===== src/rtl/mem_port_arbiter.sv =====
// Round-robin arbiter that shares one fixed-latency memory port between
// instruction fetch and data load/store, with a one-cycle bubble after each ack.
module mem_port_arbiter #(
  parameter int WIDTH   = 32,
  parameter int MEM_LAT = 2
) (
  input  logic             clk,
  input  logic             rst,
  input  logic             if_req,
  input  logic [WIDTH-1:0] if_addr,
  output logic             if_ack,
  output logic [WIDTH-1:0] if_rdata,
  input  logic             dm_req,
  input  logic             dm_we,
  input  logic [3:0]       dm_be,
  input  logic [WIDTH-1:0] dm_addr,
  input  logic [WIDTH-1:0] dm_wdata,
  output logic             dm_ack,
  output logic [WIDTH-1:0] dm_rdata,
  output logic             mem_req,
  output logic             mem_we,
  output logic [3:0]       mem_be,
  output logic [WIDTH-1:0] mem_addr,
  output logic [WIDTH-1:0] mem_wdata,
  input  logic [WIDTH-1:0] mem_rdata,
  output logic             pc_stall
);

  localparam logic [1:0] IDLE = 2'd0;
  localparam logic [1:0] BUSY = 2'd1;
  localparam logic [1:0] RESP = 2'd2;

  localparam logic FETCH = 1'b0;
  localparam logic DATA  = 1'b1;

  localparam logic [3:0] LAT_LAST = 4'(MEM_LAT - 1);

  logic [1:0] state;
  logic       last_grant;
  logic       owner;
  logic [3:0] lat_cnt;
  logic       grant_any;
  logic       grant_sel;

  // Byte offsets are dropped; the memory only sees word addresses.
  logic unused_addr_bits;
  assign unused_addr_bits = ^{if_addr[1:0], dm_addr[1:0]};

  // On a tie the requester that did not win last time gets the port.
  always_comb begin
    grant_any = if_req | dm_req;
    if (if_req && dm_req) begin
      grant_sel = ~last_grant;
    end else if (dm_req) begin
      grant_sel = DATA;
    end else begin
      grant_sel = FETCH;
    end
  end

  always_ff @(posedge clk) begin
    if (rst) begin
      state      <= IDLE;
      last_grant <= FETCH;
      owner      <= FETCH;
      lat_cnt    <= '0;
      mem_req    <= 1'b0;
      mem_we     <= 1'b0;
      mem_be     <= 4'b0000;
      mem_addr   <= '0;
      mem_wdata  <= '0;
      if_ack     <= 1'b0;
      dm_ack     <= 1'b0;
      if_rdata   <= '0;
      dm_rdata   <= '0;
    end else begin
      case (state)
        IDLE: begin
          if (grant_any) begin
            owner   <= grant_sel;
            mem_req <= 1'b1;
            lat_cnt <= '0;
            state   <= BUSY;
            if (grant_sel == DATA) begin
              mem_addr  <= {dm_addr[WIDTH-1:2], 2'b00};
              mem_we    <= dm_we;
              mem_be    <= dm_we ? dm_be : 4'b1111;
              mem_wdata <= dm_wdata;
            end else begin
              mem_addr  <= {if_addr[WIDTH-1:2], 2'b00};
              mem_we    <= 1'b0;
              mem_be    <= 4'b1111;
            end
          end
        end
        BUSY: begin
          // Read data is only valid on the final cycle of the fixed latency.
          if (lat_cnt == LAT_LAST) begin
            mem_req    <= 1'b0;
            mem_we     <= 1'b0;
            last_grant <= owner;
            state      <= RESP;
            if (owner == DATA) begin
              dm_ack <= 1'b1;
              if (!mem_we) begin
                dm_rdata <= mem_rdata;
              end
            end else begin
              if_ack   <= 1'b1;
              if_rdata <= mem_rdata;
            end
          end else begin
            lat_cnt <= lat_cnt + 4'd1;
          end
        end
        RESP: begin
          if_ack <= 1'b0;
          dm_ack <= 1'b0;
          state  <= IDLE;
        end
        default: begin
          state <= IDLE;
        end
      endcase
    end
  end

  assign pc_stall = if_req & ~if_ack;

  // Simulation-only sanity checks on configuration and ack exclusivity.
  always_ff @(posedge clk) begin
    if (!rst) begin
      assert (MEM_LAT >= 1 && MEM_LAT <= 15)
        else $error("mem_port_arbiter: MEM_LAT=%0d outside 1..15", MEM_LAT);
      assert (!(if_ack && dm_ack))
        else $error("mem_port_arbiter: both acks asserted");
    end
  end

endmodule


===== config.mk =====
export PLATFORM = sky130hd
export DESIGN_NAME = mem_port_arbiter
export DESIGN_NICKNAME = d
export VERILOG_FILES = /design/src/rtl/mem_port_arbiter.sv
export SDC_FILE = /design/constraint.sdc
export NUM_CORES = 1
export LEC_CHECK = 0
export BUFFER_PORTS_ARGS = -buffer_cell sky130_fd_sc_hd__buf_2
export CORE_ASPECT_RATIO = 0.9
export CORE_MARGIN = 2
export CORE_UTILIZATION = 40
export CTS_CLUSTER_SIZE = 28
export DETAILED_ROUTE_END_ITERATION = 10
export GPL_TIMING_DRIVEN = 0
export PLACE_DENSITY_LB_ADDON = 0.25
export SETUP_SLACK_MARGIN = 0.3
export SYNTH_ARGS = -nofsm -noshare
export SYNTH_HDL_FRONTEND = slang
export SYNTH_SLANG_ARGS = --single-unit

===== constraint.sdc =====
create_clock -name clk -period 2.3 [get_ports clk]
set_input_delay 0.345 -clock clk [delete_from_list [all_inputs] [get_ports clk]]
set_output_delay 0.345 -clock clk [all_outputs]
set_load 0.005 [all_outputs]

# == After elaboration in Yosys (flattened, before gate mapping) ==
# Index checks and enable logic that the tools add are counted.
# op_classes
bitwise_logic,6
add_sub_neg,1
eq_ne,8
n_reduce_logical,14
n_mux,23
# op_table
operator,n
32-bit two-way mux,1
3-bit AND reduction,6
4-bit two-way mux,4
1-bit two-way mux,10
2-bit inequality test (second input constant),5
1-bit case mux with 2 select lines,4
4-bit case mux with 2 select lines,1
2-bit AND reduction,3
4-bit by 1-bit adder with 4-bit output (second input constant),1
4-bit by 1-bit equality test with 1-bit output (second input constant),1
2-bit two-way mux,2
1-bit inverter,4
2-bit case mux with 2 select lines,1
4-bit AND reduction,1
2-bit nonzero test,2
2-bit by 1-bit equality test with 1-bit output (second input constant),1
2-bit equality test (second input constant),1
2-bit zero test,1
1-bit bitwise AND,1
1-bit logical AND,1
1-bit OR,1
# totals
inputBits,137
reg_bits,144
word_cells,65

# == Longest topological paths before layout ==
# logic_depth
word_depth,5
ltp_mapped,7
ltp_nobuf,5

# == Worst setup path after synthesis ==
# Ideal clock, no wire load.
# synth_timing
path_type,reg-to-reg
from,reg lat_cnt[0]
to,reg if_rdata[19]
setup_slack_ps,474
setup_time_ps,116
stages_incl_launch_ff,7
synth_period_minus_slack_ps,1826
arrival_ps,1710
required_time_ps,2184
path_cell_list,dfxtp_1 ha_1 or3b_1 or3_1 buf_6 buf_6 a31o_1
# synth_via
elab_chain_len,2
# synth_lines
item,line_no,source
start: declaration,41,logic [3:0] lat_cnt;
start signal: assignment,113,lat_cnt <= lat_cnt + 4'd1;
4-bit by 1-bit equality test with 1-bit output,98,if (lat_cnt == LAT_LAST) begin
3-bit AND reduction (no line),n/a,
end signal: assignment,110,if_rdata <= mem_rdata;
end: declaration,12,"output logic [WIDTH-1:0] if_rdata,"
# Every way passes these cells.
# A chain may end at the register's enable or synchronous reset.

# == Worst setup path in the final report ==
# layout_timing
from,reg lat_cnt[0]
to,reg if_rdata[21]
# Same word-level chain as after synthesis.

==> results by group <==
Route
  – Drt initial violations: about 280
  – Met3 routed WL: between 800 and 900 um
  – DR vias: 5933
  – DR vias/cell: roughly 5.2
  – WL final: between 15000 and 20000 um
  – Pre-Repair DR Iteration Count: 5
  – WL/cell: between 15 and 20 um
  – Met1 wire length: 8480 um
  – Final ANT Viol Nets: 0
  – Highest Signal Layer: met4
  – Met2 WL post-DR: between 8000 and 9000 um
  – # DRC: 0

Floorplan
  – Die area: 15500 um^2
  – IO Count: approximately 270
  – Num rows: about 40
  – Core box area: 14100 um^2
  – Die W: 131 um
  – Initial core utilization: 0.411
  – Die Y: 118 um

Critical path
  – WP data required: between 2 and 3 ns
  – CP endpoint kind: flip-flop
  – R2R setup slack: slightly below 0.4 ns
  – Worst setup SP type: flip-flop
  – Worst Reg-to-Reg Cells: 6
  – Crit path from: lat_cnt[0]
  – Arr. time, crit path: 2.21 ns
  – Reg-to-reg critical path startpoint: lat_cnt[0]
  – Reg-to-reg endpoint: if_rdata[21]
  – Crit path max fanout: 10
  – Crit path kind: reg2reg

STA
  – Worst-margin pin slew: a little under 0.6 ns
  – Final setup fails: 0
  – Relative slew slack: 0.616
  – Fin. max-slew vios: 0
  – Count of final hold-check violations: 0
  – Setup tns final: 0 ns
  – Min cycle time layout: 1.91 ns
  – Clock skew: 0.00953 ns
  – RSZ-0062 raised after global routing: false
  – Final period utilization: 0.829
  – Max frequency: 0.525 GHz

Logic synthesis
  – Synth warnings: 0
  – Yosys reg bits: 142
  – Synth Instances: about 650
  – Sequential fraction of the synthesis area: 0.491
  – Syn Std Cell Area: a little under 6000 um^2
  – Synth unique cells: 39
  – Synthesized area per cell: 8.89 um^2

Place
  – # placed instances: 1112
  – Post-DP HPWL: 13200 um
  – Routability Congestion: ~0.84
  – PortBufs: ~270

Power
  – Sw Ratio: 0.262
  – Leakage: 0.00372 uW
  – Power Internal: between 4000 and 5000 uW
  – Worst vdd ir: around 0.00056 V
  – Reg power frac: 0.428
  – Switching power: 1640 uW
  – Clock share of power: 0.425
  – PwrDens: 784 nW/um^2
  – Logic gate share of total power: 0.147

Final layout
  – Share of cells above drive strength 1: 0.353
  – FF+latch area: 2840 um^2
  – Nets: approximately 1100
  – Fill count: roughly 1300
  – Post-layout util: 0.566
  – Post-Layout Cell Count: 1142
  – P&R area growth vs syn: 37.9%
  – N_diodes: 0
  – Area of the multi-input gates: 2650 um^2

Clock network
  – Cts bufs inserted: 17
  – Clk buf depth: 2
  – Worst-skew pair later-pin latency: around 0.42 ns
  – CTS Sinks: around 140
  – TritonCTS clock tree: done
  – Hold_buf cts: 0
  – Root Buffer: clkbuf_16
  – Clock-pin slew on the worst setup and hold paths: 0.06 ns
  – H-tree depth: 4

GRT
  – Initial antenna violation count: 0
  – First-pass GRT wire length: roughly 28000 um
  – Vias in the first global route: between 5000 and 6000
  – Total GRT Usage: 0.231
  – GRT overflow: 0
  – Largest net degree at the start of global routing: 17

Run
  – Maxcap violations: 0

Min path
  – Worst hold stages: 3
  – Worst Hold Class: in2reg
  – Worst Hold End: mem_wdata[27]
  – Hold_sp: dm_wdata[27]

Status
  – Status: completed
## cells in the mapped netlist (all sizes together)
master,n,area (um^2)
nor4,34,213
or2,2,12.5
nand2,99,372
clkbuf,49,184
o31ai,1,7.51
buf,25,145
ha,2,25.0
nand3,34,170
nor3b,1,7.51
nand4b,1,8.76
inv,3,11.3
mux2i,32,320
a21boi,1,7.51
conb,1,3.75
a21bo,1,10.0
nor4b,1,8.76
o21ai,36,180
a31o,33,289
o221a,4,45.0
nor2b,4,25.0
a41o,1,10.0
a21oi,68,340
nor2,5,21.3
or3b,1,8.76
nor3,1,5.00
dfxtp,142,2840
a211oi,1,7.51
nand4,1,6.26
or3,1,6.26
or4,2,15.0
o32ai,1,8.76
nand2b,34,213
a311oi,30,263
## critical path, stage by stage, from the launching register on
cell and delay (ns):
dfxtp_2 0.37, ha_1 0.18, or3b_4 0.39, or3_1 0.37, buf_6 0.15, buf_6 0.14, a31o_1 0.21
## registers in the layout, summed over array words and instances, names as in the netlist, 2 cells and up
name	cells
dm_rdata	32
lat_cnt	4
mem_addr	30
state	2
mem_be	4
mem_wdata	32
if_rdata	32
## power groups by stage
stage | Sequential [uW] | Clock, uW | Combinational [uW]
after floorplan | 2740 | 0 | 481
after global placement | 2730 | 0 | 911
after detailed placement | 2730 | 0 | 914
after CTS | 2680 | 2710 | 918
after global routing | 2700 | 2810 | 1030
final | 2680 | 2660 | 924
## layout make-up
type / count / area share
sequential: 142 / 0.356
multi-input combinational: 434 / 0.331
timing repair buffer: 266 / 0.167
clock buffer: 20 / 0.0572
buffer: 74 / 0.0428
tap: 193 / 0.0302
clock inverter: 10 / 0.0146
inverter: 3 / 0.00141
## logic make-up (layout without fill, tap and decap cells)
logic type	count (synthesis)	after routing	synth area share
AOI/OAI and AO/OA	177	177	0.202
adders and majority gates	2	2	0.00432
buffers and inverters	77	373	0.0587
DFF	142	142	0.491
muxes	32	32	0.0553
other	1	2	0.000647
and+or+nand+nor	221	221	0.189
## placed cells by master, fill, tap and decap left out, types with 3 or more instances in the layout
cell,instances
clkinv_4,3
clkinv_2,3
nor2b_1,4
nor4_1,31
buf_2,275
o21ai_0,36
clkbuf_1,46
o221a_2,4
buf_4,3
a31o_1,29
dfxtp_1,141
buf_6,4
clkbuf_2,3
a21oi_1,68
clkbuf_16,17
nor2_1,4
mux2i_1,32
nand2_1,99
nand3_1,34
a311oi_1,30
nand2b_1,34
a31o_2,4
buf_1,8
nor4_2,3
## stage by stage
step                hold WS [ns]  cell area (um^2)  setup slack (ns)  total power, uW
floorplan                  0.451              5800             0.474             3220
global placement           0.443              7370           -0.0761             3640
detailed placement         0.450              7370           -0.0812             3640
CTS                        0.158              7950             0.324             6300
global route               0.169              7990             0.306             6540
finish                     0.177              7990             0.394             6260
## what timing repair did
action                                  4_1_cts  5_1_grt
resized for setup                             2       17
endpoints found under the hold margin         0        0
endpoints found under the setup margin       21      120
buffers inserted                              0        0
## layer usage
| metal | up-vias | track usage |
|---|---|---|
| met5 | - | 0 |
| met1 | 2793 | 0.319 |
| met4 | 0 | 0.0878 |
| met2 | 191 | 0.353 |
| met3 | 28 | 0.0493 |
| li1 | 2921 | - |
## worst max path at each step
stage / slack [ns] / to / cells past startpoint
6_report: 0.39 / if_rdata[21] / 6
5_1_grt: 0.31 / if_rdata[23] / 7
4_1_cts: 0.32 / mem_addr[25] / 5
3_5_place_dp: -0.08 / mem_addr[31] / 5
3_3_place_gp: -0.08 / mem_addr[3] / 5
2_1_floorplan: 0.47 / if_rdata[19] / 6
(Power assumes the default switching activity.)
